**config.mk**
```make
export PLATFORM = sky130hd
export DESIGN_NAME = mul_seq_ctrl
export DESIGN_NICKNAME = d
export VERILOG_FILES = /design/src/rtl/mul_seq_ctrl.sv
export SDC_FILE = /design/constraint.sdc
export NUM_CORES = 1
export LEC_CHECK = 0
export ABC_CLOCK_PERIOD_IN_PS = 5000
export CORE_UTILIZATION = 45
export CTS_CLUSTER_DIAMETER = 120
export DETAILED_ROUTE_END_ITERATION = 16
export GPL_TIMING_DRIVEN = 0
export PLACE_DENSITY_LB_ADDON = 0.12
export SLEW_MARGIN = 30
export SYNTH_ARGS = -nofsm -noshare
export SYNTH_HDL_FRONTEND = slang
export SYNTH_SLANG_ARGS = --single-unit
```
**constraint.sdc**
```tcl
create_clock -name clk_i -period 5 [get_ports clk_i]
set_input_delay 0.5 -clock clk_i [delete_from_list [all_inputs] [get_ports clk_i]]
set_output_delay 0.5 -clock clk_i [all_outputs]
set_load 0.1 [all_outputs]
```
**src/rtl/mul_seq_ctrl.sv**
```systemverilog
// Iterative shift-add multiply sequencer beside the EX-stage ALU; stalls the pipe while it runs.
// Define MUL_SEQ_HI_EN to widen the datapath to 64 bits and add result_hi_o (upper product word).
module mul_seq_ctrl #(
  parameter int unsigned BITS_PER_CYCLE = 1,
  parameter logic [2:0]  MUL_CODE       = 3'b111
) (
  input  logic        clk_i,
  input  logic        rst_i,
  input  logic        valid_i,
  input  logic [2:0]  ALUCtrl_i,
  input  logic [31:0] data1_i,
  input  logic [31:0] data2_i,
  input  logic        flush_i,
  output logic        stall_o,
  output logic        busy_o,
  output logic [31:0] result_o,
`ifdef MUL_SEQ_HI_EN
  output logic [31:0] result_hi_o,
`endif
  output logic        result_valid_o
);

  localparam int unsigned ITERS = 32 / BITS_PER_CYCLE;
  localparam int unsigned CNT_W = 6;
`ifdef MUL_SEQ_HI_EN
  localparam int unsigned ACC_W = 64;
`else
  localparam int unsigned ACC_W = 32;
`endif

  typedef enum logic [1:0] {
    IDLE = 2'd0,
    RUN  = 2'd1,
    DONE = 2'd2
  } state_t;

  state_t             state;
  logic [CNT_W-1:0]   cnt;
  logic [ACC_W-1:0]   acc;
  logic [ACC_W-1:0]   mcand;
  logic [31:0]        mplier;
  logic [ACC_W-1:0]   partial;
  logic [ACC_W-1:0]   acc_next;
  logic               req;
  logic               last_iter;

  assign req       = valid_i && (ALUCtrl_i == MUL_CODE) && !flush_i;
  assign last_iter = (cnt == CNT_W'(ITERS - 1));
  assign acc_next  = acc + partial;
  assign busy_o    = (state != IDLE);

  // Multiplicand times the low BITS_PER_CYCLE multiplier bits, as a sum of shifted copies.
  always_comb begin
    partial = '0;
    for (int i = 0; i < int'(BITS_PER_CYCLE); i++) begin
      if (mplier[i[4:0]]) partial = partial + (mcand << i);
    end
  end

  // Stall must rise in the request cycle itself and drop in a flush cycle, so it is combinational.
  always_comb begin
    stall_o = 1'b0;
    case (state)
      IDLE:    stall_o = req;
      RUN:     stall_o = !flush_i;
      default: stall_o = 1'b0;
    endcase
  end

  always_ff @(posedge clk_i) begin
    if (!rst_i) begin
      state          <= IDLE;
      cnt            <= '0;
      acc            <= '0;
      mcand          <= '0;
      mplier         <= '0;
      result_o       <= '0;
`ifdef MUL_SEQ_HI_EN
      result_hi_o    <= '0;
`endif
      result_valid_o <= 1'b0;
    end else begin
      result_valid_o <= 1'b0;
      case (state)
        IDLE: begin
          if (req) begin
            mcand  <= ACC_W'(data1_i);
            mplier <= data2_i;
            acc    <= '0;
            cnt    <= '0;
            state  <= RUN;
          end
        end
        RUN: begin
          if (flush_i) begin
            acc   <= '0;
            cnt   <= '0;
            state <= IDLE;
          end else begin
            acc    <= acc_next;
            mcand  <= mcand << BITS_PER_CYCLE;
            mplier <= mplier >> BITS_PER_CYCLE;
            cnt    <= cnt + CNT_W'(1);
            if (last_iter) begin
              // Final sum is published on entry to DONE and held afterwards.
              result_o       <= acc_next[31:0];
`ifdef MUL_SEQ_HI_EN
              result_hi_o    <= acc_next[63:32];
`endif
              result_valid_o <= 1'b1;
              state          <= DONE;
            end
          end
        end
        DONE: begin
          state <= IDLE;
        end
        default: begin
          state <= IDLE;
        end
      endcase
    end
  end

endmodule

```
==> results.tsv <==
stage	metric	value	unit
clocking	clock buffer count from CTS	17	
final_layout	Layout area overhead	26.23	%
outcome	status	complete, no violations	
sta	slew margin rel.	32.13	%
pwr	P per Cell Area	278.4	mW/mm2
worst_setup_path	Cell Chain, Critical Path	nand2b_1, clkbuf_1, or2_2, clkbuf_1, nand2_1, clkbuf_1, clkdlybuf4s50_1	
worst_setup_path	WP buf/inv	4	
sta	Clock Skew	0.007634	ns
clocking	CTS tree	done	
place	port bufs	104	
worst_setup_path	Worst Setup End Kind	output pin	
job	max cap viols	0	
clocking	clk sink count	137	
global_route	global-route wire length before repair	31110	um
global_route	Tot GR Track Use	24.25	%
clocking	Post-CTS Resized	0	
clocking	Worst-path clk slew	0.06	ns
route	met2 routed wirelength	8784	um
route	Routed Antenna Nets	0	
worst_setup_path	largest stage delay on the critical path	1.23	ns
synthesis	Post-Syn Instances	857	
final_layout	Final Cell Area	0.009123	mm2
synthesis	syn avg cell area	8.433	um2
synthesis	main combinational cell family by area after synthesis	compound AO/OA/AOI/OAI gates	
worst_setup_path	startpoint types	register	
global_route	GR Overflow Total	0	
synthesis	Synth Warn #	0	
final_layout	most frequent cells in the layout	dfxtp_1 (137), nor2_1 (105), clkdlybuf4s50_1 (104)	
synthesis	simple-gate area share of the yosys netlist	18.63	%
route	WL/cell	16.09	um
floorplan	core area	0.01543	mm2
clocking	CTS Hold Buffers Added	0	
place	Placement Setup Slack	1.042	ns
floorplan	die footprint	0.01657	mm2
route	Vias/cell	5.493	
sta	Slew Viols, Final	0	
worst_setup_path	cell family with most CP delay	buffers and inverters	
clocking	post-CTS setup buffer count	0	
clocking	root buffer cell	clkbuf_16	
floorplan	Top Ports	106	
synthesis	Adder-Cell Fraction of Synth Area	5.817	%
synthesis	xor/xnor cell area share of the yosys netlist	3.757	%
floorplan	Starting Density	46.85	%
synthesis	mux cell area share after synthesis	8.587	%
global_route	initial antenna violation count	0	
sta	RSZ-0062 raised after global routing	false	
sta	final hold vios	0	
pwr	Worst IR Drop VDD	0.0002589	V
synthesis	Synth cell types	53	
global_route	number of global-route vias before repair	6233	
synthesis	Syn Nets	961	
sta	fin crit share	82.60	%
worst_setup_path	CP max-delay cell	clkdlybuf4s50_1	
floorplan	die height	128.7	um
synthesis	sequential element share of the synthesized area	37.95	%
route	drt drc	0	
route	DR iter-0 viols	409	
sta	final setup fails	0	
synthesis	ys async rst share	0	%
clocking	Clock Latency Late Sink	0.43	ns
worst_setup_path	crit-path most repeated cell	clkbuf_1	
sta	fmax	0.2421	GHz
floorplan	Chip Width	128.7	um
worst_setup_path	Req. time, crit path	4.50	ns
synthesis	Post-Syn Area	0.007227	mm2
pwr	Pleak	3.898	nW
synthesis	synthesis-stage register bit count	137	
place	routability cong.	0.9370	
synthesis	Post-synth EDFFs	0	
final_layout	Nets	1084	
final_layout	share of layout cells above drive strength 1	5.040	%
final_layout	commonest non-fill, non-tap cell in the layout	dfxtp_1	
pwr	Final Power	2.540	mW
place	placed wire-length estimate	14450	um
global_route	largest net degree at the start of global routing	17	
final_layout	Layout fillers	1488	
final_layout	area occupied by multi-input gates	0.004212	mm2
route	First-pass DRT Iterations	5	
final_layout	# diodes	0	
final_layout	Reg area	0.002743	mm2
sta	minimum clock period	4.130	ns
clocking	CTS HTree Levels	4	
floorplan	row cnt	45	
final_layout	non-filler cells, final	1203	
place	placed inst area	0.008532	mm2
place	placed cell count	1172	
worst_setup_path	WP data arrival	3.63	ns
route	vias post-DR	6608	
worst_hold_path	HP Class	reg -> reg	
sta	worst setup margin	0.8700	ns
route	metal3 WL	961	um
final_layout	Finished Core Util	59.13	%
clocking	Max clock buf depth	2	
worst_setup_path	worst-path fanout max	10	
sta	Tightest Pin Transition	1.015	ns
sta	setup TNS	0	ns
synthesis	Synth Area in Compound Gates	21.49	%
worst_setup_path	Setup Crit Path Kind	reg -> out	
sta	hold_ws	0.4487	ns
synthesis	Main synth FF type	dfxtp_1	
route	Metal-1 WL	9235	um
route	Top Layer Used	met4	
route	final wirelength	19360	um
## layer usage
metal,GRT usage [%],vias to the layer above
met3,4.657,30
met5,0,-
li1,-,3317
met1,31.64,3076
met4,9.066,0
met2,39.75,185
## logic make-up (layout without fill, tap and decap cells)
group,count (synthesis),in the layout
adders and majority gates,33,33
AOI/OAI and AO/OA,231,231
and+or+nand+nor,292,292
DFF,137,137
muxes,62,62
xor gates and xnor gates,31,31
buffers and inverters,71,206
## Yosys cell counts (10+ instances only)
library cell	count	area, um2
a211oi_1	67	503.0
a21o_1	20	150.1
a21oi_1	54	270.3
a22oi_1	12	90.09
and2_1	36	225.2
clkbuf_1	54	202.7
dfxtp_1	137	2743
ha_1	32	400.4
inv_1	10	37.54
mux2i_1	62	620.6
nand2_1	81	304.0
nand3_1	27	135.1
nor2_1	105	394.1
o21ai_0	35	175.2
xnor2_1	19	166.4
xor2_1	12	105.1
## sequential cells by signal (all words and copies together), names as in the netlist
| name | cells |
|---|---|
| result_valid_o | 1 |
| state | 2 |
| acc | 32 |
| cnt | 6 |
| mplier | 32 |
| mcand | 32 |
| result_o | 32 |
## final cells by class
| cell class | instances | share of cell area, % |
|---|---|---|
| Timing Repair Buffer | 104 | 11.41 |
| Sequential cell | 137 | 30.06 |
| Multi-Input combinational cell | 649 | 46.17 |
| Clock buffer | 23 | 5.459 |
| Tap cell | 211 | 2.894 |
| Buffer | 61 | 2.579 |
| Inverter | 10 | 0.4115 |
| Clock inverter | 8 | 1.015 |
## where the power goes
group | internal (mW) | switching (mW)
logic | 0.0799 | 0.0747
clock network | 0.793 | 0.473
registers | 1.11 | 0.0110
total | 1.98 | 0.559
## path summary, 6_finish.rpt
kind              slack [ns]  cells after the start           end          from
hold reg to reg         0.45                      2  result_o[22]  result_o[22]
setup / recovery        0.87                      7       stall_o      state[1]
setup reg to reg        1.63                     12       acc[25]     mplier[0]
hold / removal          0.45                      2  result_o[22]  result_o[22]
## tightest hold or removal path, delay by kind of cell (launching register included)
kind | cells | cell delay [ns]
AO/OA/AOI/OAI | 1 | 0.05
flip-flops | 1 | 0.31
AND/OR/NAND/NOR | 1 | 0.05
No activity file was read; power rests on OpenSTA's default activity.
==> patch 1: new RTL, same settings <==
The 3 states of `state_t` get a one-hot encoding in 3 bits.
--- a/src/rtl/mul_seq_ctrl.sv
+++ b/src/rtl/mul_seq_ctrl.sv
@@ -28,10 +28,10 @@
   localparam int unsigned ACC_W = 32;
 `endif
 
-  typedef enum logic [1:0] {
-    IDLE = 2'd0,
-    RUN  = 2'd1,
-    DONE = 2'd2
+  typedef enum logic [2:0] {
+    IDLE = 3'b001,
+    RUN  = 3'b010,
+    DONE = 3'b100
   } state_t;
 
   state_t             state;
Check against the original RTL: same outputs for any inputs over 10 cycles, from zero or initial values and one cycle with rst_i low; not proved beyond that.
==> patch 1 against the original RTL <==
  * Routed wire length up 6.7%
  * Sequential power about the same
  * Via count up 4.9%
  * Cell area up 2.4%
  * Sequential cell count up 1
  * Clock power about the same
  * Setup slack better by 0.18 ns
  * Synthesized area up 2.8%
  * Power down 0.91%
  * Largest power group unchanged
==> patch 1: results (changes against the original RTL) <==
----------------------------------------------------
[Synth]
  Xor/xnor share of the synthesized area ... 2.48% (-1.3 points)
  Post-synthesis adder-cell area fraction ... 5.66% (-0.16 points)
  Post-synthesis instance total ... 890 (+3.9%)
  Async S/R FF share, synth ... 0% (unchanged)
  Compound-gate portion of the synthesized area ... 22.9% (+1.4 points)
  Multiplexer share of the synthesized area ... 8.62% (+0.034 points)
  Top post-synthesis cells by area ... sky130_fd_sc_hd__dfxtp_1 37%, sky130_fd_sc_hd__mux2i_1 8.6%, sky130_fd_sc_hd__a211oi_1 7.1%, sky130_fd_sc_hd__nor2_1 5.7%, sky130_fd_sc_hd__ha_1 5.4%
  Top FF cell, synth ... sky130_fd_sc_hd__dfxtp_1
  Net Count, Synth ... 994 (+3.4%)
  Count of cell types in the netlist ... 57 (+7.5%)
  Leading cell types by count after synthesis ... 138 x sky130_fd_sc_hd__dfxtp_1, 112 x sky130_fd_sc_hd__nor2_1, 70 x sky130_fd_sc_hd__a211oi_1
  Proportion of synthesized chip area in sequential cells ... 37.2% (-0.77 points)

[Global route]
  Met2 usage ... 41.6% (+1.8 points)
  GRT Resource Usage Total ... 25.6% (+1.4 points)
  Grt met1 use ... 33.8% (+2.2 points)
  Vias in the first global route ... 6468 (+3.8%)
  Wire length of the first global-routing pass ... 33400 um (+7.5%)

[STA]
  Worst-Margin Slew ... 0.999 ns (-0.0157 ns)
  Worst setup skew after layout ... 0.00680 ns (-0.000836 ns)

[Power]
  Static Leak ... 3.45 nW (-12%)
  VDD IR max ... 0.000233 V (-9.9%)

[Detailed routing]
  Total wirelength of the detailed-routed design ... 20700 um (+6.7%)
  Routed vias ... 6933 (+4.9%)
  Number of DRC markers in iteration 0 ... 478 (+17%)

[Finish]
  Final std cells w/o fill ... 1242 (+3.2%)
  Nets ... 1117 (+3.0%)

[Worst setup path]
  Register-to-register path setup slack ... 1.52 ns (-0.11 ns)
  Arr. time, crit path ... 3.45 ns (-0.18 ns)
  Worst flop-to-flop path endpoint ... acc[31]
  Number of cells on the worst reg-to-reg path ... 11 (-1)

[Run status]
  Result of the run ... finished clean

[Placement]
  Post-placement cell area ... 8750 um2 (+2.5%)
  Global placement routability congestion ... 0.967 (+3.2%)
  Place WS ... 1.06 ns (+0.0176 ns)
  Detailed placer's ending HPWL ... 15500 um (+6.9%)

[CTS]
  Clock Pin Slew Worst Setup and Hold Paths ... 0.06 ns (about the same)

[Hold path]
  Beginning of the worst hold path ... result_o[14]

----------------------------------------------------
==> patch 1: power breakdown <==
| group | switching (W) | total, W | internal (W) |
|---|---|---|---|
| Sequential | 0.00000769 | 0.00112 | 0.00111 |
| Clock | 0.000506 | 0.00127 | 0.000763 |
| Combinational | 0.0000595 | 0.000129 | 0.0000695 |
| Total | 0.000573 | 0.00252 | 0.00194 |
==> patch 1: kinds of logic (layout without fill, tap and decap cells) <==
family	Yosys count	count (layout)
muxes	64	64
adders and majority gates	33	33
AOI/OAI and AO/OA	254	254
DFF	138	138
and+or+nand+nor	304	304
buffers and inverters	76	212
xor gates and xnor gates	21	21
==> patch 1: metrics by stage <==
step | hold WS (ns) | total power [W] | utilization [%]
final | 0.452 | 0.00252 | 58.4
after global routing | 0.468 | 0.00261 | 58.4
after CTS | 0.455 | 0.00254 | 58.4
after detailed placement | 0.446 | 0.00127 | 54.7
after global placement | 0.442 | 0.00127 | 54.6
after floorplan | 0.427 | 0.00119 | -
==> patch 1: cell type report <==
cell class              count  area [um2]
plain buffers              65         258
clock buffers              19         453
clock inverters            13         139
fillers                  1556        6660
inverters                  11        41.3
multi-input cells         676        4370
flip-flops and latches    138        2760
well taps                 216         270
repair buffers            104        1040
==> patch 1: critical path, cell delays in order <==
cell                              delay [ns]
sky130_fd_sc_hd__clkdlybuf4s50_1        0.45
sky130_fd_sc_hd__nand4_1                0.13
sky130_fd_sc_hd__or3_1                  0.39
sky130_fd_sc_hd__nand2_1                0.34
sky130_fd_sc_hd__clkbuf_1               0.42
sky130_fd_sc_hd__clkdlybuf4s50_1        1.22
==> patch 1: worst max-delay path by stage <==
stage / start / to / slack, ns
floorplan: state[1] / stall_o / 1.70
global placement: ALUCtrl_i[2] / stall_o / 1.05
detailed placement: ALUCtrl_i[2] / stall_o / 1.06
CTS: ALUCtrl_i[2] / stall_o / 1.05
global route: state[1] / stall_o / 0.85
finish: valid_i / stall_o / 1.05
==> patch 1: routing by layer <==
layer	wire (um)	share of wire (%)
met5	0	0
met4	345	1.7
met3	1100	5.3
met2	9520	46
met1	9700	47
==> patch 2: new RTL, same flow settings <==
Without the edit above. Set the localparam `CNT_W` to 5 (it was 6).
--- a/src/rtl/mul_seq_ctrl.sv
+++ b/src/rtl/mul_seq_ctrl.sv
@@ -21,7 +21,7 @@
 );
 
   localparam int unsigned ITERS = 32 / BITS_PER_CYCLE;
-  localparam int unsigned CNT_W = 6;
+  localparam int unsigned CNT_W = 5;
 `ifdef MUL_SEQ_HI_EN
   localparam int unsigned ACC_W = 64;
 `else
Function: no difference found for any inputs over 10 cycles, from zero or initial values and one cycle with rst_i low; that may be too few to reach the edited logic, so the function may still have changed.
==> patch 2 against the original RTL <==
  * Synthesized area up 3.4%
  * Synthesized cell count is 3.4% higher
  * Cell count increased by 2.9%
  * Cell area grew 3.0%
  * Sequential cell count is 1 lower
  * Critical path depth is the same
  * Routed wire length rose by 9.0%
  * Clock power grew 3%
  * Count of clock-buffer cells in the layout shrank 4
  * Power increased by 1.2%
  * Setup slack got worse by 0.030 ns
  * Largest cell class unchanged
  * Largest power group unchanged
==> patch 2: results (changes against the original RTL) <==
----------------------------------------------------
[Run status]
  Result of the run ... finished clean

[Worst setup path]
  Number of cells on the worst reg-to-reg path ... 10 (-2)
  Arr. time, crit path ... 3.66 ns (+0.03 ns)
  Peak per-stage delay on the critical path ... 1.23 ns (about the same)
  Worst Setup SP ... state[1]
  Top Family by Delay on Critical Path ... buffers and inverters

[CTS]
  Clock latency on the worst-skew pair ... 0.43 ns (about the same)
  Longest Clk Path Bufs ... 2 (unchanged)
  Cts bufs inserted ... 17 (unchanged)
  Post-CTS setup repair buffer count ... 0 (unchanged)
  Clock H-tree levels ... 4 (unchanged)

[Synth]
  Net Count, Synth ... 991 (+3.1%)
  Count of cell types in the netlist ... 65 (+23%)
  Async S/R FF share, synth ... 0% (unchanged)
  YS warnings ... 0 (unchanged)
  Top post-synthesis cells by area ... sky130_fd_sc_hd__dfxtp_1 36%, sky130_fd_sc_hd__mux2i_1 8.6%, sky130_fd_sc_hd__a211oi_1 6.5%, sky130_fd_sc_hd__ha_1 5.5%, sky130_fd_sc_hd__nor2_1 5.0%
  Leading cell types by count after synthesis ... 136 x sky130_fd_sc_hd__dfxtp_1, 99 x sky130_fd_sc_hd__nor2_1, 70 x sky130_fd_sc_hd__nand2_1
  Proportion of synthesized chip area in sequential cells ... 36.4% (-1.5 points)

[Global route]
  Maximum number of pins on one net before global-route repair ... 17 (unchanged)
  Initial antenna violation count ... 0 (unchanged)
  GRT Resource Usage Total ... 25.8% (+1.6 points)
  Wire length of the first global-routing pass ... 33500 um (+7.8%)
  Vias in the first global route ... 6493 (+4.2%)

[Power]
  Total internal power ... 0.00198 W (about the same)
  Static Leak ... 3.90 nW (about the same)
  VDD IR max ... 0.000240 V (-7.2%)

[STA]
  Worst setup skew after layout ... 0.00931 ns (+0.00168 ns)
  Relative slew slack ... 33.5% (+1.4 points)

[Hold path]
  Cell count of the worst hold path ... 2 (unchanged)
  Beginning of the worst hold path ... result_o[20]
  Type of the tightest min-delay check ... reg2reg

[Placement]
  I/O Buffers ... 104 (unchanged)
  Detailed placer's ending HPWL ... 16000 um (+11%)
  Global placement routability congestion ... 0.992 (+5.8%)

[Finish]
  Number of inserted diodes ... 0 (unchanged)
  Number of fillers in the final layout ... 1485 (-0.20%)
  Share of layout cells above drive strength 1 ... 5.58% (+0.54 points)
  Nets ... 1114 (+2.8%)

[Detailed routing]
  Routed vias ... 6939 (+5.0%)
  First drt pass iteration count ... 7 (+2)
  Number of DRC markers in iteration 0 ... 511 (+25%)
  Total wirelength of the detailed-routed design ... 21100 um (+9.0%)

----------------------------------------------------
patch 2: changes by cell type after synthesis, sizes merged, moves of 6 or more:
| cell | delta |
|---|---|
| a21o | -10 |
| or4 | +7 |
| a31oi | +8 |
| buf | +16 |
| a21oi | -12 |
| xnor2 | -7 |
| nand3 | +7 |
| nand4 | +8 |
| nand2 | -11 |
| nor3 | +6 |
patch 2: worst paths after layout:
path                  endpoint  slack (ns)
hold reg to reg   result_o[20]        0.45
hold / removal    result_o[20]        0.45
setup reg to reg  result_o[20]        1.58
setup / recovery       stall_o        0.84
patch 2: worst reg2reg max path, stage by stage, from the launching register on:
cell and delay [ns]:
sky130_fd_sc_hd__dfxtp_1 0.46, sky130_fd_sc_hd__clkbuf_1 0.26, sky130_fd_sc_hd__and2_1 0.18, sky130_fd_sc_hd__ha_1 0.28
sky130_fd_sc_hd__a21o_1 0.21, sky130_fd_sc_hd__a221o_1 0.44, sky130_fd_sc_hd__a311oi_1 0.39, sky130_fd_sc_hd__o21ai_0 0.31
sky130_fd_sc_hd__a21oi_1 0.36, sky130_fd_sc_hd__mux2i_1 0.33, sky130_fd_sc_hd__nand2_1 0.08
patch 2: area by class of cell:
cell class	instances	share of cell area (%)
Buffer	72	3.14
Clock buffer	19	4.71
Clock inverter	13	1.78
Inverter	15	0.599
Multi-Input combinational cell	663	46.8
Sequential cell	136	29.0
Tap cell	216	2.88
Timing Repair Buffer	104	11.1
patch 2: power groups by stage:
stage	clock network [W]	registers [W]	logic [W]
after global routing	0.00138	0.00111	0.000167
after detailed placement	0	0.00113	0.000153
final	0.00131	0.00111	0.000153
after CTS	0.00132	0.00111	0.000154
after floorplan	0	0.00113	0.0000742
after global placement	0	0.00113	0.000152
patch 2: cells by family after synthesis:
kind of cell    Yosys count  share of synthesized area (%)
simple gates            307                           19.7
compound gates          232                           21.8
mux                      64                           8.57
buf+inv                  87                           4.70
fa+ha+maj                34                           5.79
xor+xnor                 26                           3.05
flops                   136                           36.4
patch 2: routing by layer:
layer | wire, um | global-route usage (%) | vias to the layer above
met2 | 9330 | 40.6 | 228
met3 | 1470 | 6.39 | 31
met1 | 9930 | 34.7 | 3208
li1 | - | - | 3472
met4 | 369 | 8.18 | 0
met5 | 0 | 0 | -
patch 2: metrics by stage:
stage	util, %	worst slack (ns)	instances	instance area (um2)	hold slack, ns
after detailed placement	54.7	1.07	1206	8790	0.446
final	58.5	0.840	1238	9400	0.450
after floorplan	-	2.01	886	7470	0.424
after global routing	58.5	0.732	1238	9400	0.477
after CTS	58.5	0.845	1238	9400	0.454
after global placement	54.7	1.08	1206	8790	0.442
